==> config.mk <==
export PLATFORM = sky130hd
export DESIGN_NAME = imem_loader
export DESIGN_NICKNAME = d
export VERILOG_FILES = /design/src/rtl/imem_loader.sv
export SDC_FILE = /design/constraint.sdc
export NUM_CORES = 1
export LEC_CHECK = 0
export CORE_MARGIN = 5
export CORE_UTILIZATION = 45
export DETAILED_ROUTE_END_ITERATION = 7
export PLACE_DENSITY = 0.73
export SYNTH_ARGS = -nofsm -noshare
export SYNTH_HDL_FRONTEND = slang
export SYNTH_SLANG_ARGS = --single-unit
==> constraint.sdc <==
create_clock -name clk -period 8.5 [get_ports clk]
set_input_delay 1.7 -clock clk [delete_from_list [all_inputs] [get_ports clk]]
set_output_delay 1.7 -clock clk [all_outputs]
set_load 0.005 [all_outputs]
==> src/rtl/imem_loader.sv <==
// -----------------------------------------------------------------------------
// imem_loader
//
// This is the writer side of the instruction-memory interface. It takes a
// little-endian byte stream over a valid/ready handshake, builds 32-bit words
// from it and writes them in order into instruction memory. The monocycle core
// is held in reset until the whole image has loaded without error.
//
// Stream format:
//   - The 4 header bytes give N, the word count, little-endian.
//   - N*4 payload bytes follow. Each word is little-endian.
//   - [IMEM_LOADER_CHECKSUM_EN only] One trailing byte: the 8-bit sum of all
//     payload bytes, modulo 256.
//
// Optional feature macro: IMEM_LOADER_CHECKSUM_EN
//   - Defined: the loader adds a CSUM state that accepts the trailing checksum
//     byte. A match goes to DONE and a mismatch goes to ERR.
//   - Undefined: the last word write goes directly to DONE.
//
// Parameters:
//   DEPTH_WORDS  capacity of instruction memory in 32-bit words
//   BASE_ADDR    byte address of the first word written
//
// Ports:
//   clk           system clock, rising edge
//   reset         asynchronous active-low reset
//   start         single-cycle pulse that begins a load (or reload)
//   byte_valid    byte_data is valid
//   byte_data     stream byte
//   byte_ready    loader accepts a byte this cycle
//   mem_we        instruction-memory write strobe, one cycle per word
//   mem_addr      word-aligned byte address of the write
//   mem_wdata     assembled instruction word
//   core_reset    active-high reset to the core; low only once loading is done
//   done          level: image loaded
//   error         level: load aborted
//   words_loaded  number of words written in the current load
// -----------------------------------------------------------------------------
module imem_loader #(
    parameter int          DEPTH_WORDS = 256,
    parameter logic [31:0] BASE_ADDR   = 32'h0000_0000
) (
    input  logic        clk,
    input  logic        reset,
    input  logic        start,
    input  logic        byte_valid,
    input  logic [7:0]  byte_data,
    output logic        byte_ready,
    output logic        mem_we,
    output logic [31:0] mem_addr,
    output logic [31:0] mem_wdata,
    output logic        core_reset,
    output logic        done,
    output logic        error,
    output logic [31:0] words_loaded
);

`ifdef IMEM_LOADER_CHECKSUM_EN
    typedef enum logic [2:0] {
        S_IDLE  = 3'd0,
        S_HDR   = 3'd1,
        S_DATA  = 3'd2,
        S_WRITE = 3'd3,
        S_DONE  = 3'd4,
        S_ERR   = 3'd5,
        S_CSUM  = 3'd6
    } state_t;
`else
    typedef enum logic [2:0] {
        S_IDLE  = 3'd0,
        S_HDR   = 3'd1,
        S_DATA  = 3'd2,
        S_WRITE = 3'd3,
        S_DONE  = 3'd4,
        S_ERR   = 3'd5
    } state_t;
`endif

    state_t      state_reg, state_next;
    logic [1:0]  byte_cnt_reg, byte_cnt_next;
    logic [31:0] shift_reg, shift_next;     // header word or payload word being built
    logic [31:0] n_reg, n_next;             // word count taken from the header
    logic [31:0] words_reg, words_next;
    logic [31:0] shifted;
    logic        byte_fire;
`ifdef IMEM_LOADER_CHECKSUM_EN
    logic [7:0]  csum_reg, csum_next;
`endif

    // The first byte received ends up in bits 7:0 after four shifts.
    assign shifted   = {byte_data, shift_reg[31:8]};
    assign byte_fire = byte_valid && byte_ready;

`ifdef IMEM_LOADER_CHECKSUM_EN
    assign byte_ready = (state_reg == S_HDR) || (state_reg == S_DATA) || (state_reg == S_CSUM);
`else
    assign byte_ready = (state_reg == S_HDR) || (state_reg == S_DATA);
`endif
    assign mem_we       = (state_reg == S_WRITE);
    assign mem_wdata    = shift_reg;
    // Word count as a byte offset. Arithmetic wraps at 32 bits; a legal N
    // never reaches the wrap.
    assign mem_addr     = BASE_ADDR + {words_reg[29:0], 2'b00};
    assign words_loaded = words_reg;
    assign core_reset   = (state_reg != S_DONE);
    assign done         = (state_reg == S_DONE);
    assign error        = (state_reg == S_ERR);

    always_ff @(posedge clk or negedge reset) begin
        if (!reset) begin
            state_reg    <= S_IDLE;
            byte_cnt_reg <= 2'd0;
            shift_reg    <= 32'd0;
            n_reg        <= 32'd0;
            words_reg    <= 32'd0;
`ifdef IMEM_LOADER_CHECKSUM_EN
            csum_reg     <= 8'd0;
`endif
        end else begin
            state_reg    <= state_next;
            byte_cnt_reg <= byte_cnt_next;
            shift_reg    <= shift_next;
            n_reg        <= n_next;
            words_reg    <= words_next;
`ifdef IMEM_LOADER_CHECKSUM_EN
            csum_reg     <= csum_next;
`endif
        end
    end

    always_comb begin
        state_next    = state_reg;
        byte_cnt_next = byte_cnt_reg;
        shift_next    = shift_reg;
        n_next        = n_reg;
        words_next    = words_reg;
`ifdef IMEM_LOADER_CHECKSUM_EN
        csum_next     = csum_reg;
`endif
        case (state_reg)
            S_IDLE, S_DONE, S_ERR: begin
                if (start) begin
                    state_next    = S_HDR;
                    byte_cnt_next = 2'd0;
                    words_next    = 32'd0;
`ifdef IMEM_LOADER_CHECKSUM_EN
                    csum_next     = 8'd0;
`endif
                end
            end
            S_HDR: begin
                if (byte_fire) begin
                    shift_next    = shifted;
                    byte_cnt_next = byte_cnt_reg + 2'd1;
                    if (byte_cnt_reg == 2'd3) begin
                        n_next = shifted;
                        if (shifted == 32'd0) begin
`ifdef IMEM_LOADER_CHECKSUM_EN
                            state_next = S_CSUM;
`else
                            state_next = S_DONE;
`endif
                        end else if (shifted > 32'(DEPTH_WORDS)) begin
                            state_next = S_ERR;
                        end else begin
                            state_next = S_DATA;
                        end
                    end
                end
            end
            S_DATA: begin
                if (byte_fire) begin
                    shift_next    = shifted;
                    byte_cnt_next = byte_cnt_reg + 2'd1;
`ifdef IMEM_LOADER_CHECKSUM_EN
                    csum_next     = csum_reg + byte_data;
`endif
                    if (byte_cnt_reg == 2'd3) begin
                        state_next = S_WRITE;
                    end
                end
            end
            S_WRITE: begin
                // mem_addr uses the pre-increment count during this cycle.
                words_next = words_reg + 32'd1;
                if (words_reg + 32'd1 == n_reg) begin
`ifdef IMEM_LOADER_CHECKSUM_EN
                    state_next = S_CSUM;
`else
                    state_next = S_DONE;
`endif
                end else begin
                    state_next = S_DATA;
                end
            end
`ifdef IMEM_LOADER_CHECKSUM_EN
            S_CSUM: begin
                if (byte_fire) begin
                    state_next = (byte_data == csum_reg) ? S_DONE : S_ERR;
                end
            end
`endif
            default: state_next = S_IDLE;
        endcase
    end

endmodule
==> run_results.csv <==
group,metric,value,unit
outcome,status,"finished clean",
hold_path,hold_path.class,"reg -> reg",
floorplanning,io_pins,113,
sta,worst_pin_slew,0.859,ns
setup_path,crit_buf_inv,3,
placed_design,port_buffers,110,
power,p_leak,2.81,nW
synth,synthAdderAreaFrac,0.451,%
grt,grt_start_max_net_pins,71,
clock_network,cts_root_buf,"clkbuf_16",
floorplanning,die_h,121,um
synth,avgSynthCellArea,10.4,um2
clock_network,cts_buffer_depth,2,
setup_path,r2r_cells,8,
hold_path,whs_endpoint,"byte_cnt_reg[0]$_DFFE_PN0P_",
synth,synth_edf_count,0,
synth,synth_commonest_cells,"dfrtp_1, mux2_2, xnor2_1",
synth,synthArstFlopShare,100,%
power,power_density,319,nW/um2
setup_path,reg2reg_from,"words_loaded[7]$_DFFE_PN0P_",
clock_network,ctsHoldBuffers,0,
finish,area.sequential,2530,um2
setup_path,critPathLaunchType,"flop",
setup_path,rrSetupSlack,4.92,ns
synth,synth-simple-area-share,14.5,%
clock_network,postCtsResizedCells,0,
grt,first_global_vias,4179,
synth,ys_seq_area_share,45.6,%
clock_network,cts-buffers-inserted,9,
finish,final_util,56.9,%
setup_path,worstSetupPathType,"reg -> out",
sta,hold_viol_final,0,
finish,multi_input_area,2670,um2
floorplanning,die_w,121,um
synth,synth_top_family_by_area,"simple AND/OR/NAND/NOR gates",
hold_path,hold_depth,1,
clock_network,postCtsSetupBuffers,0,
setup_path,worstPathRequired,6.80,ns
synth,syn_area,5550,um2
sta,setup_tns,0,ns
floorplanning,coreArea,12100,um2
synth,synthCells,532,
synth,ys_seq_elements,101,
routing,drc,0,
synth,synth_mux_area_share,13.4,%
run,max-cap-violations,0,
finish,area_delta_synth_final,23.6,%
synth,synth_top_area_share,45.6,%
floorplanning,start_util,46.0,%
setup_path,reg2reg_to,"state_reg[1]$_DFFE_PN0P_",
finish,fillers,1064,
hold_path,hold_start,"byte_cnt_reg[0]$_DFFE_PN0P_",
synth,synthFlopType,"dfrtp_1",
power,ir_worst_vdd,0.194,mV
placed_design,dpl.hpwl,10400,um
clock_network,clock_sinks,101,
sta,finalSetupViolCount,0,
setup_path,arrival,2.21,ns
sta,rsz0062_at_grt,"false",
grt,grt_usage,20.0,%
routing,wl_per_cell,18.6,um
synth,netlist.top_cell.by_area,"dfrtp_1",
synth,post-synth-top-count-cell,"dfrtp_1",
synth,synth.distinct_cells,54,
routing,wl,14400,um
sta,timing.final.crit_period,3.91,ns
sta,finalCritPeriodShare,46.0,%
clock_network,cts.clk_slew.worst_paths,0.08,ns
finish,nets,617,
sta,slew_headroom,42.3,%
finish,layout-drive-gt1-share,16.0,%
sta,timing.fmax,256,MHz
placed_design,gp_congestion,0.928,
routing,num_vias,4354,
grt,overflow,0,
synth,synth_area_leaders,"dfrtp_1, mux2_2, xnor2_1, buf_4, o21ai_0",
clock_network,cts_tree,"yes",
clock_network,clk_latency,0.35,ns
routing,routed_via_density,5.61,
grt,grt_antenna_before_repair,0,
floorplanning,die-area,14600,um2
setup_path,max_stage_delay,0.50,ns
routing,dr.pass1.iters,5,
sta,clock_skew,0.00687,ns
clock_network,htreeDepth,3,
setup_path,path_cells,"nor2b_1, nand2_1, buf_4, inv_1, clkdlybuf4s50_1",
floorplanning,rows,40,
finish,antennaDiodeCount,0,
setup_path,critical-path-slowest-cell,"clkdlybuf4s50_1",
synth,synth-compound-area-share,11.0,%
routing,ant_nets,0,
setup_path,cp_top_family,"buffers and inverters",
routing,drt-initial-drc-count,280,
synth,ys_warn_count,0,
synth,synth_xor_area_share,8.66,%
setup_path,cp_max_fo,39,
setup_path,end_kind,"output port",
grt,grt_pass1_wl,23200,um
sta,final_max_slew_viol_count,0,
[cells by family (layout without fill, tap and decap cells)]
logic type	after synthesis	after routing
other	1	2
buffers and inverters	61	136
AND/OR/NAND/NOR	149	149
multiplexers	66	66
adder cells (fa/ha/maj)	2	2
AO/OA/AOI/OAI	98	98
flip-flops	101	101
XOR/XNOR	54	54
[placed cells by master, fill, tap and decap left out, types with 2 or more instances in the layout]
| master | n |
|---|---|
| nor3_1 | 10 |
| nor4_2 | 2 |
| mux2i_1 | 2 |
| nand4_1 | 15 |
| nand2_1 | 38 |
| a22o_1 | 2 |
| and3_1 | 6 |
| o31ai_1 | 13 |
| xnor2_1 | 39 |
| a21oi_1 | 14 |
| nor2b_1 | 6 |
| o41ai_1 | 4 |
| clkdlybuf4s50_1 | 109 |
| dfrtp_1 | 101 |
| mux2_2 | 64 |
| nor2_1 | 31 |
| nor4_1 | 9 |
| ha_1 | 2 |
| a21o_1 | 5 |
| o22ai_1 | 3 |
| o211ai_1 | 2 |
| inv_1 | 4 |
| conb_1 | 2 |
| inv_6 | 3 |
| and4_1 | 2 |
| and2_1 | 5 |
| buf_4 | 7 |
| o21ai_0 | 38 |
| or4_1 | 4 |
| o2111ai_1 | 2 |
| nand3_1 | 10 |
| clkbuf_16 | 9 |
| a31oi_1 | 7 |
| xor2_1 | 14 |
[worst register-to-register path: cells and delay by family, from the launching register on]
| kind | cells | cell delay, ns |
|---|---|---|
| AND/OR/NAND/NOR | 5 | 2.06 |
| flip-flops | 1 | 0.55 |
| AO/OA/AOI/OAI | 3 | 0.83 |
[where the power goes]
group	leakage [nW]	internal [mW]	switching (mW)	total, mW
registers	1.32	0.639	0.210	0.849
clock network	0.142	0.206	0.205	0.411
logic	1.35	0.521	0.404	0.925
total	2.81	1.37	0.819	2.19
[worst max path at each step]
stage	from	endpoint	cells past startpoint	slack [ns]
finish	state_reg[0]$_DFFE_PN0P_	mem_we	5	4.59
global route	state_reg[0]$_DFFE_PN0P_	mem_we	5	4.48
CTS	state_reg[2]$_DFFE_PN0P_	mem_we	5	4.59
detailed placement	byte_valid	n_reg[15]$_DFFE_PN0P_	6	4.88
global placement	byte_valid	n_reg[5]$_DFFE_PN0P_	6	4.93
floorplan	state_reg[0]$_DFFE_PN0P_	mem_we	5	5.48
[per-stage QoR]
stage	cell area, um2	power (mW)	worst slack [ns]	hold WS (ns)	cells
finish	6860	2.19	4.59	0.508	776
global route	6860	2.32	4.48	0.515	776
CTS	6860	2.19	4.59	0.508	776
detailed placement	6570	1.78	4.88	0.493	760
global placement	6570	1.75	4.93	0.478	760
floorplan	5550	1.37	5.48	0.468	533
[routing by layer]
layer / global-route usage (%) / share of wire (%) / up-vias
met4: 6.16 / 1.6 / 0
li1: - / - / 2040
met1: 29.1 / 46 / 2141
met2: 30.3 / 45 / 153
met5: 0 / 0 / -
met3: 3.50 / 6.5 / 20
[cell type report]
class                   count  area share, %
clock buffers               9           3.28
clock inverters             7          0.967
inverters                   4          0.219
multi-input cells         371           38.9
flip-flops and latches    101           36.8
well taps                 168           3.06
repair buffers            116           16.7
Power figures use the tool's default switching activity.
